--- src/rtl/oled_power_seq_core.sv ---
// Power-up/power-down sequencer for the PmodOLED (SSD1306) panel: drives the
// supply/reset/dc pins and feeds fixed command bytes to the shared SPI master.
module oled_power_seq_core #(
    parameter int unsigned CYCLES_PER_MS = 100000,
    parameter int unsigned T_VDD_MS      = 1,
    parameter int unsigned T_RST_MS      = 1,
    parameter int unsigned T_VBAT_MS     = 100
) (
    input  logic        clk,
    input  logic        reset,
    input  logic        cs,
    input  logic        read,
    input  logic        write,
    input  logic [4:0]  addr,
    input  logic [31:0] wr_data,
    output logic [31:0] rd_data,
    output logic        oled_dc,
    output logic        oled_reset,
    output logic        oled_vbatc,
    output logic        oled_vddc,
    output logic        spi_own,
    output logic        spi_req,
    output logic [7:0]  spi_byte,
    input  logic        spi_ack
);
    typedef enum logic [3:0] {
        S_OFF           = 4'd0,
        S_VDD_WAIT      = 4'd1,
        S_CMD_AE        = 4'd2,
        S_RST_LOW       = 4'd3,
        S_CMD_INIT      = 4'd4,
        S_VBAT_WAIT     = 4'd5,
        S_CMD_AF        = 4'd6,
        S_ON            = 4'd7,
        S_CMD_OFF       = 4'd8,
        S_VBAT_OFF_WAIT = 4'd9,
        S_VDD_OFF       = 4'd10
    } state_t;

    state_t      r_state;
    state_t      w_state_nxt;
    logic [31:0] r_pre;
    logic [31:0] r_ms;
    logic [31:0] w_wait_ms;
    logic        w_wait_done;
    logic [2:0]  r_idx;
    logic [2:0]  w_byte_cnt;
    logic        r_gap;
    logic        w_bytes_done;
    logic        w_reject;
    logic        w_entry;
    logic        r_rejected;
    logic        r_dc;
    logic        r_reset;
    logic        r_vbatc;
    logic        r_vddc;
    logic        r_own;
    logic        r_req;
    logic [7:0]  r_byte;
    logic        w_wr_en;
    logic        w_ctrl_wr;
    logic        w_dc_wr;
    logic        w_clr_wr;
    logic        w_unused;

    function automatic logic [7:0] cmd_byte(input state_t s, input logic [2:0] idx);
        logic [7:0] b;
        case (s)
            S_CMD_AE, S_CMD_OFF: b = 8'hAE;
            S_CMD_AF:            b = 8'hAF;
            S_CMD_INIT: begin
                case (idx)
                    3'd0:    b = 8'h8D;
                    3'd1:    b = 8'h14;
                    3'd2:    b = 8'hD9;
                    3'd3:    b = 8'hF1;
                    default: b = 8'h00;
                endcase
            end
            default:             b = 8'h00;
        endcase
        return b;
    endfunction

    function automatic logic is_cmd(input state_t s);
        return (s == S_CMD_AE) || (s == S_CMD_INIT) || (s == S_CMD_AF) || (s == S_CMD_OFF);
    endfunction

    assign w_wr_en   = cs & write;
    assign w_ctrl_wr = w_wr_en && (addr[1:0] == 2'd0);
    assign w_dc_wr   = w_wr_en && (addr[1:0] == 2'd1);
    assign w_clr_wr  = w_wr_en && (addr[1:0] == 2'd2);
    assign w_unused  = &{1'b0, read, addr[4:2], wr_data[31:2]};

    // Per-state wait length and command list length.
    always_comb begin
        w_wait_ms  = 32'd0;
        w_byte_cnt = 3'd1;
        case (r_state)
            S_VDD_WAIT:                   w_wait_ms = T_VDD_MS;
            S_RST_LOW:                    w_wait_ms = T_RST_MS;
            S_VBAT_WAIT, S_VBAT_OFF_WAIT: w_wait_ms = T_VBAT_MS;
            S_CMD_INIT:                   w_byte_cnt = 3'd4;
            default:                      w_wait_ms = 32'd0;
        endcase
    end

    // A zero-length wait still occupies one cycle.
    assign w_wait_done  = (w_wait_ms == 32'd0) ||
                          ((r_ms == w_wait_ms - 32'd1) && (r_pre == CYCLES_PER_MS - 32'd1));
    assign w_bytes_done = r_gap && (r_idx == w_byte_cnt);
    assign w_entry      = (w_state_nxt != r_state);

    // State register.
    always_ff @(posedge clk) begin
        if (reset) begin
            r_state <= S_OFF;
        end else begin
            r_state <= w_state_nxt;
        end
    end

    // Next-state and request rejection; power_off wins when both bits are set.
    always_comb begin
        w_state_nxt = r_state;
        w_reject    = 1'b0;
        if (w_ctrl_wr && wr_data[1]) begin
            w_reject = (r_state != S_ON);
        end else if (w_ctrl_wr && wr_data[0]) begin
            w_reject = (r_state != S_OFF);
        end else begin
            w_reject = 1'b0;
        end
        case (r_state)
            S_OFF:           if (w_ctrl_wr && wr_data[0] && !wr_data[1]) w_state_nxt = S_VDD_WAIT;
                             else w_state_nxt = S_OFF;
            S_VDD_WAIT:      if (w_wait_done) w_state_nxt = S_CMD_AE; else w_state_nxt = r_state;
            S_CMD_AE:        if (w_bytes_done) w_state_nxt = S_RST_LOW; else w_state_nxt = r_state;
            S_RST_LOW:       if (w_wait_done) w_state_nxt = S_CMD_INIT; else w_state_nxt = r_state;
            S_CMD_INIT:      if (w_bytes_done) w_state_nxt = S_VBAT_WAIT; else w_state_nxt = r_state;
            S_VBAT_WAIT:     if (w_wait_done) w_state_nxt = S_CMD_AF; else w_state_nxt = r_state;
            S_CMD_AF:        if (w_bytes_done) w_state_nxt = S_ON; else w_state_nxt = r_state;
            S_ON:            if (w_ctrl_wr && wr_data[1]) w_state_nxt = S_CMD_OFF;
                             else w_state_nxt = S_ON;
            S_CMD_OFF:       if (w_bytes_done) w_state_nxt = S_VBAT_OFF_WAIT; else w_state_nxt = r_state;
            S_VBAT_OFF_WAIT: if (w_wait_done) w_state_nxt = S_VDD_OFF; else w_state_nxt = r_state;
            S_VDD_OFF:       w_state_nxt = S_OFF;
            default:         w_state_nxt = S_OFF;
        endcase
    end

    // Timers, byte handshake, pins and status flag; all keyed off state entry.
    always_ff @(posedge clk) begin
        if (reset) begin
            r_pre      <= 32'd0;
            r_ms       <= 32'd0;
            r_idx      <= 3'd0;
            r_gap      <= 1'b0;
            r_req      <= 1'b0;
            r_byte     <= 8'h00;
            r_own      <= 1'b0;
            r_vddc     <= 1'b1;
            r_vbatc    <= 1'b1;
            r_reset    <= 1'b1;
            r_dc       <= 1'b0;
            r_rejected <= 1'b0;
        end else begin
            if (w_entry) begin
                r_pre <= 32'd0;
                r_ms  <= 32'd0;
            end else if (r_pre == CYCLES_PER_MS - 32'd1) begin
                r_pre <= 32'd0;
                r_ms  <= r_ms + 32'd1;
            end else begin
                r_pre <= r_pre + 32'd1;
            end

            if (w_entry) begin
                r_idx <= 3'd0;
                r_gap <= 1'b0;
                r_req <= is_cmd(w_state_nxt);
                if (is_cmd(w_state_nxt)) begin
                    r_byte <= cmd_byte(w_state_nxt, 3'd0);
                end else begin
                    r_byte <= r_byte;
                end
            end else if (r_req && spi_ack) begin
                r_req <= 1'b0;
                r_gap <= 1'b1;
                r_idx <= r_idx + 3'd1;
            end else if (r_gap) begin
                r_gap  <= 1'b0;
                r_req  <= 1'b1;
                r_byte <= cmd_byte(r_state, r_idx);
            end else begin
                r_req <= r_req;
            end

            if (w_entry) begin
                case (w_state_nxt)
                    S_VDD_WAIT:      r_vddc  <= 1'b0;
                    S_RST_LOW:       r_reset <= 1'b0;
                    S_CMD_INIT:      r_reset <= 1'b1;
                    S_VBAT_WAIT:     r_vbatc <= 1'b0;
                    S_VBAT_OFF_WAIT: r_vbatc <= 1'b1;
                    S_VDD_OFF:       r_vddc  <= 1'b1;
                    default:         r_vddc  <= r_vddc;
                endcase
            end else begin
                r_vddc <= r_vddc;
            end

            if (w_state_nxt != S_ON) begin
                r_dc <= 1'b0;
            end else if (w_dc_wr && (r_state == S_ON)) begin
                r_dc <= wr_data[0];
            end else begin
                r_dc <= r_dc;
            end

            r_own <= (w_state_nxt != S_OFF) && (w_state_nxt != S_ON);

            if (w_clr_wr) begin
                r_rejected <= 1'b0;
            end else if (w_reject) begin
                r_rejected <= 1'b1;
            end else begin
                r_rejected <= r_rejected;
            end
        end
    end

    assign rd_data    = {21'd0, r_rejected, (r_state == S_ON),
                         (r_state != S_OFF) && (r_state != S_ON), 4'd0, r_state};
    assign oled_dc    = r_dc;
    assign oled_reset = r_reset;
    assign oled_vbatc = r_vbatc;
    assign oled_vddc  = r_vddc;
    assign spi_own    = r_own;
    assign spi_req    = r_req;
    assign spi_byte   = r_byte;
endmodule

--- config.mk ---
export PLATFORM = sky130hd
export DESIGN_NAME = oled_power_seq_core
export DESIGN_NICKNAME = d
export VERILOG_FILES = /design/src/rtl/oled_power_seq_core.sv
export SDC_FILE = /design/constraint.sdc
export NUM_CORES = 1
export LEC_CHECK = 0
export BUFFER_PORTS_ARGS = -buffer_cell sky130_fd_sc_hd__buf_2
export CAP_MARGIN = 20
export CORE_MARGIN = 4
export CORE_UTILIZATION = 45
export CTS_BUF_LIST = sky130_fd_sc_hd__clkbuf_8
export DETAILED_ROUTE_END_ITERATION = 16
export PLACE_DENSITY = 0.7
export SYNTH_ARGS = -nofsm -noshare
export SYNTH_HDL_FRONTEND = slang
export SYNTH_SLANG_ARGS = --single-unit
--- constraint.sdc ---
create_clock -name clk -period 3.4 [get_ports clk]
set_input_delay 0.85 -clock clk [delete_from_list [all_inputs] [get_ports clk]]
set_output_delay 0.85 -clock clk [all_outputs]
set_load 0.01 [all_outputs]
**Yosys cells after proc, flatten, opt, wreduce, memory -nomap -nowiden**

Cells that the tools add are included.

- Flip-flop bits (word level): 87
- Bits of input ports: 43
- Output and inout bits: 46

- $add $sub $neg: 4
- Eq/ne operators: 31
- Multiplexer cells: 29
- Bitwise gates (word level): 1
- Reduce and logical (&&, ||, !) cells: 40

Operators by type and width:

| cell | number |
|---|---|
| $add 32x1->32 const B | 2 |
| $pmux 8 s3 | 2 |
| $pmux 4 s10 | 1 |
| $mux 4 | 9 |
| $eq 32x17->1 const B | 1 |
| $eq 32x32->1 | 1 |
| $logic_not 32->1 | 1 |
| $mux 8 | 4 |
| $pmux 8 s4 | 1 |
| $sub 32x1->32 const B | 1 |
| $eq 4x3->1 const B | 7 |
| $eq 4x4->1 const B | 5 |
| $eq 4x2->1 const B | 4 |
| $pmux 7 s2 | 1 |
| $reduce_or 2->1 | 7 |
| $logic_and 1x1->1 | 12 |
| $eq 4x1->1 const B | 2 |
| $ne 4x3->1 const B | 2 |
| $reduce_bool 2->1 | 4 |
| $reduce_bool 4->1 | 2 |
| $mux 1 | 7 |
| $eq 3x2->1 const B | 2 |
| $pmux 1 s2 | 3 |
| $reduce_and 2->1 | 3 |
| 18 further kinds | 21 |

**Depth between registers and ports, before layout**

- Depth after elaboration: 15
- Gate-level depth with buffers: 15

**Worst setup path after synthesis**

No wires, ideal clock.

- Kind: register -> register
- Start point: reg r_state[1]
- End point: reg r_byte[2], in the netlist spi_byte[2]
- Library setup time: 119 ps
- Arrival time: 2999 ps
- Data required time: 3281 ps
- Path slack: 282 ps
- Stages on the path, launching flop included: 13
- Buffers on the path: 2
- Period minus slack after synthesis: 3118 ps
- Cells stage by stage: dfxtp_1 -> clkbuf_1 -> clkbuf_1 -> nand3b_1 -> ha_1 -> or3b_1 -> a22o_1 -> a211oi_2 -> a21oi_2 -> a32o_2 -> a32oi_4 -> nand2_2 -> o221a_1

- Longest elaborated chain between the ends: 15
- Elaborated cells on any way between the ends: 50
- Classes of those cells: add/sub: 1; eq/ne: 18; mux: 17; reduce/logical: 14

RTL lines:

| item | line | source |
|---|---|---|
| start, declared | 40 | `state_t r_state;` |
| start signal, assigned | 119 | `r_state <= w_state_nxt;` |
| parallel branches: the longest is 15 deep, another holds $sub 32x1->32 | -- |  |
| end signal, assigned | 183 | `r_byte <= cmd_byte(w_state_nxt, 3'd0);` |
| end signal, assigned | 185 | `r_byte <= r_byte;` |
| end signal, assigned | 194 | `r_byte <= cmd_byte(r_state, r_idx);` |
| end, declared | 59 | `logic [7:0] r_byte;` |

Parallel ways; which one is timed is not known. The select of a mux whose other input is x is not followed.
A chain may end at the register's enable or synchronous reset.

**Final worst setup path**

- Start point: reg r_state[3]
- End point: reg r_byte[3], in the netlist spi_byte[3]

Same word-level chain as after synthesis.

==> results.md <==
- The run finished with clean final reports.
- The share of synthesized registers carrying an async set or reset is 0.
- The floorplan step defined a core boundary enclosing 0.00986 mm2.
- Of the total power, combinational logic draws 0.031.
- The internal power of the cells totals 0.00147 W.
- The quantity of gates resized following cts is 0.
- The clock period could shrink to 3.05 ns.
- For the pin with the worst max-slew slack, the measured transition is 0.544 ns.
- The post-synthesis average cell area is 8.49 um2.
- The clock passes through at most 2 buffers.
- Counting flops with a built-in enable in the synthesized netlist gives 0.
- The total power density per cell area is 371 mW/mm2.
- Counting instances in the post-synthesis netlist gives the leading cell types as sky130_fd_sc_hd__nor2_1 (95), sky130_fd_sc_hd__dfxtp_1 (87), sky130_fd_sc_hd__xor2_1 (47), sky130_fd_sc_hd__nand2_1 (40), sky130_fd_sc_hd__nand3_1 (36).
- Of the available clock period, the critical path in the final layout requires 0.896.
- The post-synthesis compound-gate area fraction is 0.0908.
- The register area share after synthesis is 0.377.
- The initial antenna violation count is 0.
- The number of global-route vias before repair is 3453.
- The maximum fanout count along the critical path is 8.
- The peak clock frequency supported by timing is 0.328 GHz.
- The share of total power consumed by net switching is 0.218.
- In the routed design, unresolved DRC markers number 0.
- The netlist uses 65 different library cells.
- The terminus of the critical flop-to-flop path is spi_byte[3]$_SDFFE_PP0P_.
- The root buffer cell is sky130_fd_sc_hd__clkbuf_8.
- The net switching power of the design is 0.000410 W.
- After technology mapping, the gate count stands at 544.
- The worst pin sits at a relative slew slack of 0.636.
- TritonCTS created 9 clock buffers.
- The overall fraction of global-route tracks in use is 0.160.
- Clock tree synthesis found a total of 87 sinks.
- The number of warnings printed during yosys synthesis is 0.
- The area of the mapped netlist is 0.00462 mm2.
- Port buffering added 29 buffers.
- The type of the most critical hold path is flip-flop to flip-flop.
- The count of final max-slew check failures is 0.
- In the final routed layout, each cell accounts on average for 12.8 um.
- The post-layout worst setup margin is 0.353 ns.
- The number of standard-cell rows in the floorplan is 36.
- The number of synthesized register bits is 87.
- Of the total synthesized cell area, the portion taken by full adders, half adders and majority gates is 0.0244.
- The post-CTS setup buffer count is 0.
- The first-pass detailed-route iteration total is 4.
- The reg2reg setup slack is 0.35 ns.
- Setup violations remaining at the end of the flow were counted as 0.
- Among all flip-flop cells after synthesis, the most frequent one is sky130_fd_sc_hd__dfxtp_1.
- The summed negative setup slack over all endpoints is 0 ns.
- For the worst setup path, the data required time is 3.64 ns.
- The worst setup path is captured at a flip-flop.
- The xor and xnor area share after synthesis is 0.119.
- The number of nets still failing antenna checks after routing is 0.
- Buffers inserted to repair hold after CTS numbered 0.
- Max-cap violations in this run came to 0.
- The origin of the critical flop-to-flop path is r_state[3]$_SDFF_PP0_.
- The leakage power of the design is 2.00 nW.
- The sum of internal, switching and leakage power is 0.00188 W.
- Yosys instantiated no cell more often than sky130_fd_sc_hd__nor2_1.
- For this configuration, the core starts out at a cell density of 0.468.
- The share of the synthesized area in the top cell type is 0.377.
- The beginning of the critical path is r_state[3]$_SDFF_PP0_.
- Data arrives at the worst endpoint at 3.29 ns.
- Summed over all instances, the cell type with the most area after synthesis is sky130_fd_sc_hd__dfxtp_1.
- The area of the die is 0.0119 mm2.
- The number of hold violations in the final report is 0.
- In this run, the number of DRC markers left after iteration 0 of detailed routing was 216.
- From bottom edge to top edge, the die measures 109 um.
- The pre-CTS setup slack is 0.358 ns.
- The end of the critical path is spi_byte[3]$_SDFFE_PP0P_.
- The HPWL reported at the end of detailed placement is 6.67 mm.
- The critical path is of the flip-flop to flip-flop type.
- Of the total synthesized cell area, the portion taken by AND, OR, NAND and NOR gates is 0.307.
- Ranked by total cell area, the synthesized netlist is headed by sky130_fd_sc_hd__dfxtp_1 (38%), sky130_fd_sc_hd__xor2_1 (8.9%), sky130_fd_sc_hd__nor2_1 (7.7%).
- Routability-driven placement finished with a final weighted congestion of 0.939.
- The pin count of the biggest net entering global routing is 36.
- The relative area change from synthesis to final layout is 9.54%.
- The proportion of power drawn by flip-flops and latches is 0.547.
- Between clock sinks in the finished design, the worst skew comes to 0.0118 ns.
- The worst setup path is launched from a flip-flop.
- The share of total power in the clock network is 0.422.
- Across the VDD grid, the largest voltage drop is 219 uV.
- In the final design database the tool counted 628 nets.
- The mux cell area share after synthesis is 0.0111.
- The final route contains 3746 vias.
- Setup repair after global routing left no endpoint under its margin.
- Dividing the detail-routed via count by the number of cells gives 5.25.
- 0 antenna diodes ended up in the layout.
- The total detailed-routing wirelength is 9.17 mm.
- Clock-pin slew was measured on the worst setup and hold paths at 0.09 ns.
- The total number of H-tree levels is 3.
- The latest clock arrival within the worst-skew pair is 0.36 ns.
- In this run the count of I/O pins placed on the die edge is 89.
- The floorplan die width is 109 um.
- By area, the combinational part of the netlist is dominated by simple AND/OR/NAND/NOR gates.
- Measured in cells, the most critical reg-to-reg path has a length of 11.
- The share of post-route cells with drive strength above 1 is 0.143.
- The global-route wire length before repair is 15.6 mm.
- TritonCTS built the clock tree.
- Summed over all layers, the global routing overflow is 0.
==> worst min path at each step <==
stage	depth (start not counted)	end	slack [ns]	from
final	1	r_pre[0]$_SDFF_PP0_	0.47	r_pre[0]$_SDFF_PP0_
after global routing	2	spi_byte[4]$_SDFFE_PP0P_	0.50	spi_byte[4]$_SDFFE_PP0P_
after CTS	1	r_pre[0]$_SDFF_PP0_	0.48	r_pre[0]$_SDFF_PP0_
after detailed placement	1	r_pre[0]$_SDFF_PP0_	0.46	r_pre[0]$_SDFF_PP0_
after global placement	1	r_pre[0]$_SDFF_PP0_	0.44	r_pre[0]$_SDFF_PP0_
after floorplan	1	r_pre[0]$_SDFF_PP0_	0.43	r_pre[0]$_SDFF_PP0_
==> power by group through the flow <==
stage	Sequential (W)	Combinational, W	Clock (W)
4_1_cts	0.00103	0.0000585	0.000815
5_1_grt	0.00103	0.0000656	0.000859
6_report	0.00103	0.0000585	0.000793
2_1_floorplan	0.00105	0.0000634	0
3_5_place_dp	0.00105	0.0000582	0
3_3_place_gp	0.00105	0.0000569	0
==> cell type report <==
class                           instances  area, um2
Multi-Input combinational cell        424       2650
Clock buffer                           10        138
Inverter                               14       52.6
Clock inverter                          6       85.1
Sequential cell                        87       1740
Timing Repair Buffer                   40        228
Tap cell                              133        166
Fill cell                             924       4810
==> worst max-delay path, stage by stage (launching register included) <==
cell and delay [ns]:
sky130_fd_sc_hd__dfxtp_1 0.37, sky130_fd_sc_hd__xor2_1 0.17, sky130_fd_sc_hd__nand3b_1 0.13, sky130_fd_sc_hd__ha_1 0.34
sky130_fd_sc_hd__nor4_1 0.24, sky130_fd_sc_hd__nand4_1 0.18, sky130_fd_sc_hd__a211oi_2 0.25, sky130_fd_sc_hd__a21oi_2 0.13
sky130_fd_sc_hd__a32o_2 0.36, sky130_fd_sc_hd__a32oi_4 0.39, sky130_fd_sc_hd__nand2_2 0.13, sky130_fd_sc_hd__o221a_1 0.25
==> cell families after synthesis <==
logic type	count (synthesis)
AND/OR/NAND/NOR	266
flip-flops	87
XOR/XNOR	63
buffers and inverters	57
AO/OA/AOI/OAI	56
adder cells (fa/ha/maj)	9
multiplexers	5
other	1
==> placed cells by master (no fill, tap or decap), drive strengths merged, types with 2 or more instances in the layout <==
| master | Yosys | layout |
|---|---|---|
| nor2b | 4 | 4 |
| nor4 | 12 | 12 |
| o21ai | 8 | 8 |
| clkbuf | 8 | 10 |
| clkinv | 1 | 3 |
| and3 | 19 | 19 |
| o32ai | 3 | 3 |
| a311oi | 2 | 2 |
| buf | 35 | 40 |
| nand2b | 2 | 2 |
| mux2i | 4 | 4 |
| nand3b | 5 | 5 |
| nor4b | 3 | 3 |
| nor2 | 95 | 95 |
| xor2 | 47 | 47 |
| o21bai | 3 | 3 |
| a31oi | 2 | 2 |
| conb | 1 | 25 |
| xnor2 | 16 | 16 |
| or2 | 4 | 4 |
| o221a | 2 | 2 |
| a2111oi | 2 | 2 |
| bufinv | 0 | 2 |
| nand4b | 2 | 2 |
| and2 | 9 | 9 |
| a211oi | 2 | 2 |
| nand4 | 14 | 14 |
| and4 | 7 | 7 |
| a21oi | 18 | 18 |
| inv | 13 | 14 |
| ha | 9 | 9 |
| o311a | 2 | 2 |
| nand2 | 43 | 43 |
| nor3 | 7 | 7 |
| nand3 | 36 | 36 |
| dfxtp | 87 | 87 |
==> per-stage QoR <==
step	util	cells	cell area [um2]	hold WS, ns
after floorplan	-	568	4710	0.426
after global placement	0.490	698	4840	0.441
after detailed placement	0.490	698	4840	0.458
after CTS	0.513	714	5060	0.479
after global routing	0.513	714	5060	0.499
final	0.513	714	5060	0.467
==> routing by layer <==
metal	share of wire	GRT usage
met4	0.0085	0.0419
met2	0.48	0.269
met5	0	0
met3	0.057	0.0417
met1	0.46	0.205
==> registers in the layout, summed over array words and instances, names as in the netlist <==
register    count
spi_req         1
r_idx           3
r_gap           1
spi_byte        8
oled_dc         1
oled_vddc       1
oled_reset      1
spi_own         1
r_ms           32
oled_vbatc      1
r_rejected      1
r_pre          32
r_state         4
(Power assumes the default switching activity.)
